**config.mk**
```make
export PLATFORM = sky130hd
export DESIGN_NAME = mem_dbus_ctrl_flat
export DESIGN_NICKNAME = d
export VERILOG_FILES = /design/src/rtl/mem_dbus_ctrl_pkg.sv /design/src/rtl/mem_dbus_ctrl_if.sv /design/src/rtl/mem_dbus_ctrl_align.sv /design/src/rtl/mem_dbus_ctrl.sv /design/src/flat_wrapper.sv
export SDC_FILE = /design/constraint.sdc
export NUM_CORES = 1
export LEC_CHECK = 0
export CORE_ASPECT_RATIO = 1.4
export CORE_MARGIN = 5
export CORE_UTILIZATION = 42
export DETAILED_ROUTE_END_ITERATION = 7
export PLACE_DENSITY_LB_ADDON = 0.3
export SLEW_MARGIN = 20
export SYNTH_ARGS = -nofsm -noshare
export SYNTH_HDL_FRONTEND = slang
export SYNTH_SLANG_ARGS = --single-unit
```
**constraint.sdc**
```tcl
create_clock -name clk -period 4.42 [get_ports clk]
set_clock_uncertainty 0.15 [all_clocks]
set_input_delay 1.326 -clock clk [delete_from_list [all_inputs] [get_ports clk]]
set_output_delay 1.326 -clock clk [all_outputs]
set_load 0.1 [all_outputs]
```
**src/rtl/mem_dbus_ctrl_pkg.sv**
```systemverilog
`default_nettype none
// ============================================================================
// Module      : common (package)
// Description : Data-bus request/response types and access-size encoding
//               shared by the MEM-stage data-bus controller.
// Revision    : 1.0 - initial release
// ============================================================================
package common;

    typedef logic [1:0] msize_t;

    localparam msize_t c_msize_byte  = 2'd0;
    localparam msize_t c_msize_half  = 2'd1;
    localparam msize_t c_msize_word  = 2'd2;
    localparam msize_t c_msize_dword = 2'd3;

    typedef struct packed {
        logic        valid;
        logic [63:0] addr;
        msize_t      size;
        logic [7:0]  strobe;
        logic [63:0] data;
    } dbus_req_t;

    typedef struct packed {
        logic        addr_ok;
        logic        data_ok;
        logic [63:0] data;
    } dbus_resp_t;

    // Byte lanes covered by an access of the given size at offset 0.
    function automatic logic [7:0] size_lanes(input msize_t size);
        logic [7:0] lanes;
        case (size)
            c_msize_byte: lanes = 8'h01;
            c_msize_half: lanes = 8'h03;
            c_msize_word: lanes = 8'h0F;
            default:      lanes = 8'hFF;
        endcase
        return lanes;
    endfunction

    // Low address bits that must be zero for a naturally aligned access.
    function automatic logic [2:0] size_align_mask(input msize_t size);
        logic [2:0] mask;
        case (size)
            c_msize_byte: mask = 3'b000;
            c_msize_half: mask = 3'b001;
            c_msize_word: mask = 3'b011;
            default:      mask = 3'b111;
        endcase
        return mask;
    endfunction

endpackage
`default_nettype wire

```
**src/rtl/mem_dbus_ctrl_if.sv**
```systemverilog
`default_nettype none
// ============================================================================
// Module      : mem_dbus_ctrl_if
// Description : MEM-stage side and data-bus side signals of the controller.
// Revision    : 1.0 - initial release
// ============================================================================
interface mem_dbus_ctrl_if;
    import common::*;

    logic        start;
    logic        is_store;
    logic [63:0] addr;
    logic [63:0] wdata;
    msize_t      msize;
    logic        is_unsigned;
    logic        Iwait;
    dbus_req_t   dreq;
    dbus_resp_t  dresp;
    logic [63:0] rdata;
    logic        Dwait;
    logic        misalign;

    modport master (
        input  start, is_store, addr, wdata, msize, is_unsigned, Iwait, dresp,
        output dreq, rdata, Dwait, misalign
    );

    modport slave (
        output start, is_store, addr, wdata, msize, is_unsigned, Iwait, dresp,
        input  dreq, rdata, Dwait, misalign
    );

endinterface
`default_nettype wire

```
**src/rtl/mem_dbus_ctrl_align.sv**
```systemverilog
`default_nettype none
// ============================================================================
// Module      : mem_align
// Description : Combinational byte-lane alignment. Towards the bus it shifts
//               store data into its lanes; from the bus it extracts and
//               sign/zero-extends the load result. Strobe covers store lanes.
// Revision    : 1.0 - initial release
// ============================================================================
module mem_align
    import common::*;
(
    input  logic [2:0]  i_offset,
    input  msize_t      i_size,
    input  logic        i_is_store,
    input  logic        i_is_unsigned,
    input  logic        i_to_bus,
    input  logic [63:0] i_data,
    output logic [7:0]  o_strobe,
    output logic [63:0] o_data
);

    logic [5:0]  w_shift;
    logic [63:0] w_right;
    logic [63:0] w_ext;

    always_comb begin
        w_shift  = {i_offset, 3'b000};
        w_right  = i_data >> w_shift;
        o_strobe = i_is_store ? (size_lanes(i_size) << i_offset) : 8'h00;

        case (i_size)
            c_msize_byte: w_ext = i_is_unsigned ? {56'd0, w_right[7:0]}
                                                : {{56{w_right[7]}}, w_right[7:0]};
            c_msize_half: w_ext = i_is_unsigned ? {48'd0, w_right[15:0]}
                                                : {{48{w_right[15]}}, w_right[15:0]};
            c_msize_word: w_ext = i_is_unsigned ? {32'd0, w_right[31:0]}
                                                : {{32{w_right[31]}}, w_right[31:0]};
            default:      w_ext = w_right;
        endcase

        // A store has no load result, so the response side yields zero.
        if (i_to_bus) begin
            o_data = i_data << w_shift;
        end else if (i_is_store) begin
            o_data = 64'd0;
        end else begin
            o_data = w_ext;
        end
    end

endmodule
`default_nettype wire

```
**src/rtl/mem_dbus_ctrl.sv**
```systemverilog
`default_nettype none
// ============================================================================
// Module      : mem_dbus_ctrl
// Description : MEM-stage data-bus controller: issues one request per memory
//               instruction, stalls the pipeline until data_ok, then holds
//               the load result until fetch releases. Optional macro
//               DBUS_MISALIGN_CHECK_EN suppresses misaligned accesses.
// Revision    : 1.0 - initial release
// ============================================================================
module mem_dbus_ctrl
    import common::*;
(
    input  logic            clk,
    input  logic            reset,
    mem_dbus_ctrl_if.master bus
);

    typedef enum logic [1:0] {
        S_IDLE = 2'd0,
        S_WAIT = 2'd1,
        S_HOLD = 2'd2
    } state_t;

    state_t      r_state;
    state_t      w_state_nxt;

    logic [63:0] r_addr;
    msize_t      r_msize;
    logic        r_is_store;
    logic        r_is_unsigned;
    logic [63:0] r_wdata_al;
    logic [63:0] r_rdata;

    logic        w_misaligned;
    logic        w_in_wait;
    logic        w_issue;
    logic        w_valid;
    logic        w_data_ok;

    logic [63:0] w_sel_addr;
    msize_t      w_sel_msize;
    logic        w_sel_is_store;
    logic        w_sel_is_unsigned;

    logic [7:0]  w_req_strobe;
    logic [63:0] w_req_data;
    logic [7:0]  w_rsp_strobe;
    logic [63:0] w_rsp_data;
    dbus_req_t   w_dreq;

`ifdef DBUS_MISALIGN_CHECK_EN
    assign w_misaligned = (bus.addr[2:0] & size_align_mask(bus.msize)) != 3'd0;
`else
    assign w_misaligned = 1'b0;
`endif

    // Issue cycle uses the live instruction; WAIT replays the latched copy.
    always_comb begin
        w_in_wait         = (r_state == S_WAIT);
        w_sel_addr        = w_in_wait ? r_addr        : bus.addr;
        w_sel_msize       = w_in_wait ? r_msize       : bus.msize;
        w_sel_is_store    = w_in_wait ? r_is_store    : bus.is_store;
        w_sel_is_unsigned = w_in_wait ? r_is_unsigned : bus.is_unsigned;
    end

    mem_align u_req_align (
        .i_offset      (bus.addr[2:0]),
        .i_size        (bus.msize),
        .i_is_store    (bus.is_store),
        .i_is_unsigned (bus.is_unsigned),
        .i_to_bus      (1'b1),
        .i_data        (bus.wdata),
        .o_strobe      (w_req_strobe),
        .o_data        (w_req_data)
    );

    mem_align u_rsp_align (
        .i_offset      (w_sel_addr[2:0]),
        .i_size        (w_sel_msize),
        .i_is_store    (w_sel_is_store),
        .i_is_unsigned (w_sel_is_unsigned),
        .i_to_bus      (1'b0),
        .i_data        (bus.dresp.data),
        .o_strobe      (w_rsp_strobe),
        .o_data        (w_rsp_data)
    );

    // data_ok only counts while a request is actually on the bus, so a late
    // response for an abandoned request cannot reach the result latch.
    always_comb begin
        w_issue     = !reset && (r_state == S_IDLE) && bus.start && !w_misaligned;
        w_valid     = w_issue || (!reset && w_in_wait);
        w_data_ok   = w_valid && bus.dresp.data_ok;
        w_state_nxt = r_state;
        case (r_state)
            S_IDLE: begin
                if (w_issue) begin
                    w_state_nxt = w_data_ok ? S_HOLD : S_WAIT;
                end
            end
            S_WAIT: begin
                if (w_data_ok) begin
                    w_state_nxt = S_HOLD;
                end
            end
            S_HOLD: begin
                if (!bus.Iwait) begin
                    w_state_nxt = S_IDLE;
                end
            end
            default: w_state_nxt = S_IDLE;
        endcase
    end

    always_comb begin
        w_dreq        = '0;
        w_dreq.valid  = w_valid;
        w_dreq.addr   = w_sel_addr;
        w_dreq.size   = w_sel_msize;
        w_dreq.strobe = w_valid ? (w_in_wait ? w_rsp_strobe : w_req_strobe) : 8'h00;
        w_dreq.data   = w_in_wait ? r_wdata_al : w_req_data;
    end

    assign bus.dreq     = w_dreq;
    assign bus.Dwait    = w_valid;
    assign bus.misalign = !reset && (r_state == S_IDLE) && bus.start && w_misaligned;
    assign bus.rdata    = reset ? 64'd0 : r_rdata;

    always_ff @(posedge clk) begin
        if (reset) begin
            r_state <= S_IDLE;
        end else begin
            r_state <= w_state_nxt;
        end
    end

    always_ff @(posedge clk) begin
        if (reset) begin
            r_addr        <= 64'd0;
            r_msize       <= c_msize_byte;
            r_is_store    <= 1'b0;
            r_is_unsigned <= 1'b0;
            r_wdata_al    <= 64'd0;
            r_rdata       <= 64'd0;
        end else begin
            if (w_issue) begin
                r_addr        <= bus.addr;
                r_msize       <= bus.msize;
                r_is_store    <= bus.is_store;
                r_is_unsigned <= bus.is_unsigned;
                r_wdata_al    <= w_req_data;
            end
            if (w_data_ok) begin
                r_rdata <= w_rsp_data;
            end
        end
    end

endmodule
`default_nettype wire

```
**src/flat_wrapper.sv**
```systemverilog
// flat-port wrapper written by rule: the top's interface ports become plain ports
module mem_dbus_ctrl_flat import common::*;
  (clk, reset, bus_start, bus_is_store, bus_addr, bus_wdata, bus_msize, bus_is_unsigned, bus_Iwait, bus_dresp, bus_dreq, bus_rdata, bus_Dwait, bus_misalign);
  mem_dbus_ctrl_if bus_i ();
  input  logic clk;
  input  logic reset;
  input wire logic [$bits(bus_i.start)-1:0] bus_start;
  input wire logic [$bits(bus_i.is_store)-1:0] bus_is_store;
  input wire logic [$bits(bus_i.addr)-1:0] bus_addr;
  input wire logic [$bits(bus_i.wdata)-1:0] bus_wdata;
  input wire logic [$bits(bus_i.msize)-1:0] bus_msize;
  input wire logic [$bits(bus_i.is_unsigned)-1:0] bus_is_unsigned;
  input wire logic [$bits(bus_i.Iwait)-1:0] bus_Iwait;
  input wire logic [$bits(bus_i.dresp)-1:0] bus_dresp;
  output wire logic [$bits(bus_i.dreq)-1:0] bus_dreq;
  output wire logic [$bits(bus_i.rdata)-1:0] bus_rdata;
  output wire logic [$bits(bus_i.Dwait)-1:0] bus_Dwait;
  output wire logic [$bits(bus_i.misalign)-1:0] bus_misalign;
  assign bus_i.start = bus_start;
  assign bus_i.is_store = bus_is_store;
  assign bus_i.addr = bus_addr;
  assign bus_i.wdata = bus_wdata;
  assign bus_i.msize = bus_msize;
  assign bus_i.is_unsigned = bus_is_unsigned;
  assign bus_i.Iwait = bus_Iwait;
  assign bus_i.dresp = bus_dresp;
  assign bus_dreq = bus_i.dreq;
  assign bus_rdata = bus_i.rdata;
  assign bus_Dwait = bus_i.Dwait;
  assign bus_misalign = bus_i.misalign;
  mem_dbus_ctrl u_core (.clk(clk), .reset(reset), .bus(bus_i));
endmodule
```
==> results of run 1 <==
## power by group through the flow
| stage | Clock, mW | Combinational (mW) | Sequential [mW] |
|---|---|---|---|
| 6_report | 1.50 | 2.92 | 1.94 |
| 5_1_grt | 1.59 | 3.03 | 1.95 |
| 3_3_place_gp | 0 | 2.85 | 1.97 |
| 2_1_floorplan | 0 | 1.73 | 1.96 |
| 4_1_cts | 1.53 | 2.89 | 1.94 |
| 3_5_place_dp | 0 | 2.87 | 1.98 |
## path summary, 6_finish.rpt
| kind | start | to | cells after the start |
|---|---|---|---|
| min reg2reg | u_core.r_is_unsigned | u_core.r_is_unsigned | 2 |
| max | bus_wdata[29] | bus_dreq[53] | 5 |
| max reg2reg | u_core.r_state[1] | u_core.r_rdata[32] | 11 |
| min | u_core.r_is_unsigned | u_core.r_is_unsigned | 2 |
## cell usage in the layout (no fill, tap or decap), types with 54 or more instances in the layout
cell             synthesis  layout
a211oi_1                56      54
a21oi_1                162     118
buf_12                   0     212
buf_4                    3     125
clkdlybuf4s50_1          0     185
dfxtp_1                198     198
mux2i_1                 78      66
nand2_1                455     453
nor2_1                 143     130
nor2b_2                  0      54
## flip-flops by register name (all words and copies together) (netlist names)
signal / cells
u_core.r_wdata_al: 64
u_core.r_addr: 64
u_core.r_state: 2
u_core.r_is_unsigned: 1
u_core.r_msize: 2
u_core.r_is_store: 1
u_core.r_rdata: 64
## cells by family (layout without fill, tap and decap cells)
| family | after synthesis | in the layout | synth area share [%] |
|---|---|---|---|
| muxes | 118 | 118 | 12.5 |
| and+or+nand+nor | 717 | 717 | 24.9 |
| DFF | 198 | 198 | 32.9 |
| buffers and inverters | 159 | 582 | 5.43 |
| other | 1 | 4 | 0.0311 |
| AOI/OAI and AO/OA | 437 | 437 | 24.3 |
## through the flow
step | cells | setup slack [ns] | power [mW] | area [um^2]
final | 2431 | 0.0303 | 6.36 | 20600
after global placement | 2391 | -0.213 | 4.82 | 19800
after floorplan | 1630 | -0.370 | 3.69 | 12800
after CTS | 2424 | 0.000948 | 6.35 | 20400
after global routing | 2431 | -0.0205 | 6.57 | 20600
after detailed placement | 2391 | -0.198 | 4.85 | 19800
## routing by layer
metal  track usage (%)  vias to the layer above  share of wire [%]  routed length, um
met1              36.0                     6681                 36              19700
met4              19.0                        2                6.6               3600
met5                 0                        -              0.024                 13
met3              7.58                      153                7.2               3920
li1                  -                     6527                  -                  -
met2              54.4                      683                 50              27000
## worst max-delay path, delay by kind of cell
kind            cells  cell delay, ns
buf+inv             2            0.65
compound gates      1            0.12
mux                 2            0.81
## layout make-up
class	count	share of cell area (%)
clock inverters	11	0.456
repair buffers	542	35.3
well taps	375	2.28
diodes	3	0.0365
multi-input cells	1273	40.3
flip-flops and latches	198	19.3
inverters	9	0.213
clock buffers	20	2.12
## timing repair
item	in CTS	in global routing
endpoints found under the setup margin	15	32
setup buffers	2	3
gates cloned	0	1
pin swaps	5	3
gates resized for setup	19	43
==> results.toml, run 1 <==
[run_status]
outcome = "finished, final reports clean"

[timing]
finalCritPeriodShare_pct = 99.3
fmax_mhz = 228
slew_viol_final = 0
finalHoldViolCount = 0
finalSetupViolations = 0
rsz0062_at_grt = "true"
worstMarginPinSlew_ns = 1.09
tns_ns = 0
period_needed_ns = 4.39
maxSlewHeadroom_pct = 27.6
fin_hold_ws_ns = 0.304

[die]
fp.dieW_um = 153
rows = 73
core_area_mm2 = 0.0284
die_h_um = 210
die_area_mm2 = 0.0322
pin_count = 407
start_util_pct = 42.4

[worst_setup_path]
cpPeakStageDelay_ns = 0.51
rrSetupSlack_ns = 0.90
cpMaxStageDelayCell = "mux4_2"
worstPathArrival_ns = 2.91
crit_fanout = 3
critPathCaptureType = "output port"
critPathKind = "in2out"
cp.required_ns = 2.94
startpoint_type = "input pin"
crit_chain = "clkdlybuf4s50_1 -> mux4_2 -> mux2i_1 -> a21oi_4 -> buf_12"

[pwr]
cellPowerDensity_mw_per_mm2 = 309
pwr-share-seq_pct = 30.4
p_switching_mw = 2.65
power_leakage_nw = 8.38
combinationalPowerShare_pct = 45.9
p_int_mw = 3.71
netSwitchingFraction_pct = 41.7
pwr-share-clk_pct = 23.6
ir_worst_vdd_mv = 0.311

[place]
dp.final_hpwl_um = 40700
place_congestion = 0.959
port_buffers = 404

[cts]
cts_root_buf = "clkbuf_16"
postCtsHoldBufs = 0
cts.htree.levels = 4
cts_buffers = 17
cts.sinks = 198
clock_latency_ns = 0.45
cts_tree = "built"
ctsLongestPathBuffers = 2
clk_pin_slew_ns = 0.07

[route]
drtIter0Drc = 1098
avgRoutedWirePerCell_um = 22.3
vias = 14046
firstDrtPassIters = 7
routed_via_density = 5.78
antenna_left = 0
drc = 0
wl_um = 54200

[logic_synthesis]
ys_warn_count = 0
syn_nets = 1832
yosys_register_bits = 198
synth_top_area_share_pct = 32.9
async_flop_share_pct = 0
yosysSeqAreaShare_pct = 32.9
netlist_area_mm2 = 0.0121
avgSynthCellArea_um2 = 7.39
ys_top_cells_by_count = "nand2_1, dfxtp_1, a21oi_1"
synth_cell_types = 56
synth-edff-count = 0
yosysTopAreaCell = "dfxtp_1"
synth.most_common_cell = "nand2_1"
synth_area_leaders = "dfxtp_1, nand2_1, a21oi_1"
netlist_instances = 1630
synth_ff_type = "dfxtp_1"

[worst_hold_path]
hold_path_class = "reg2reg"

[cells_and_area]
drive_above_1_share_pct = 28.6
register_area_mm2 = 0.00396
syn2layout_area_growth_pct = 70.9
nets = 2243
fill_cells = 2120
multi_input_area_mm2 = 0.00830
utilization_pct = 72.5

[grt]
antenna_found_initial = 4
grt-ovfl-total = 0
grt_max_degree = 102
grt_pass1_vias = 13871
grt_usage_pct = 31.8
grt_pass1_wl_um = 81300

[flow_run]
maxCapViolations = 0
Note: power is estimated with default switching activity, not from simulation.
==> run 2: changes to the inputs <==
Settings changed: CTS_CLUSTER_DIAMETER set to 120.
==> results of run 2 <==
Final layout, timing and power as in run 1 (identical DEF).
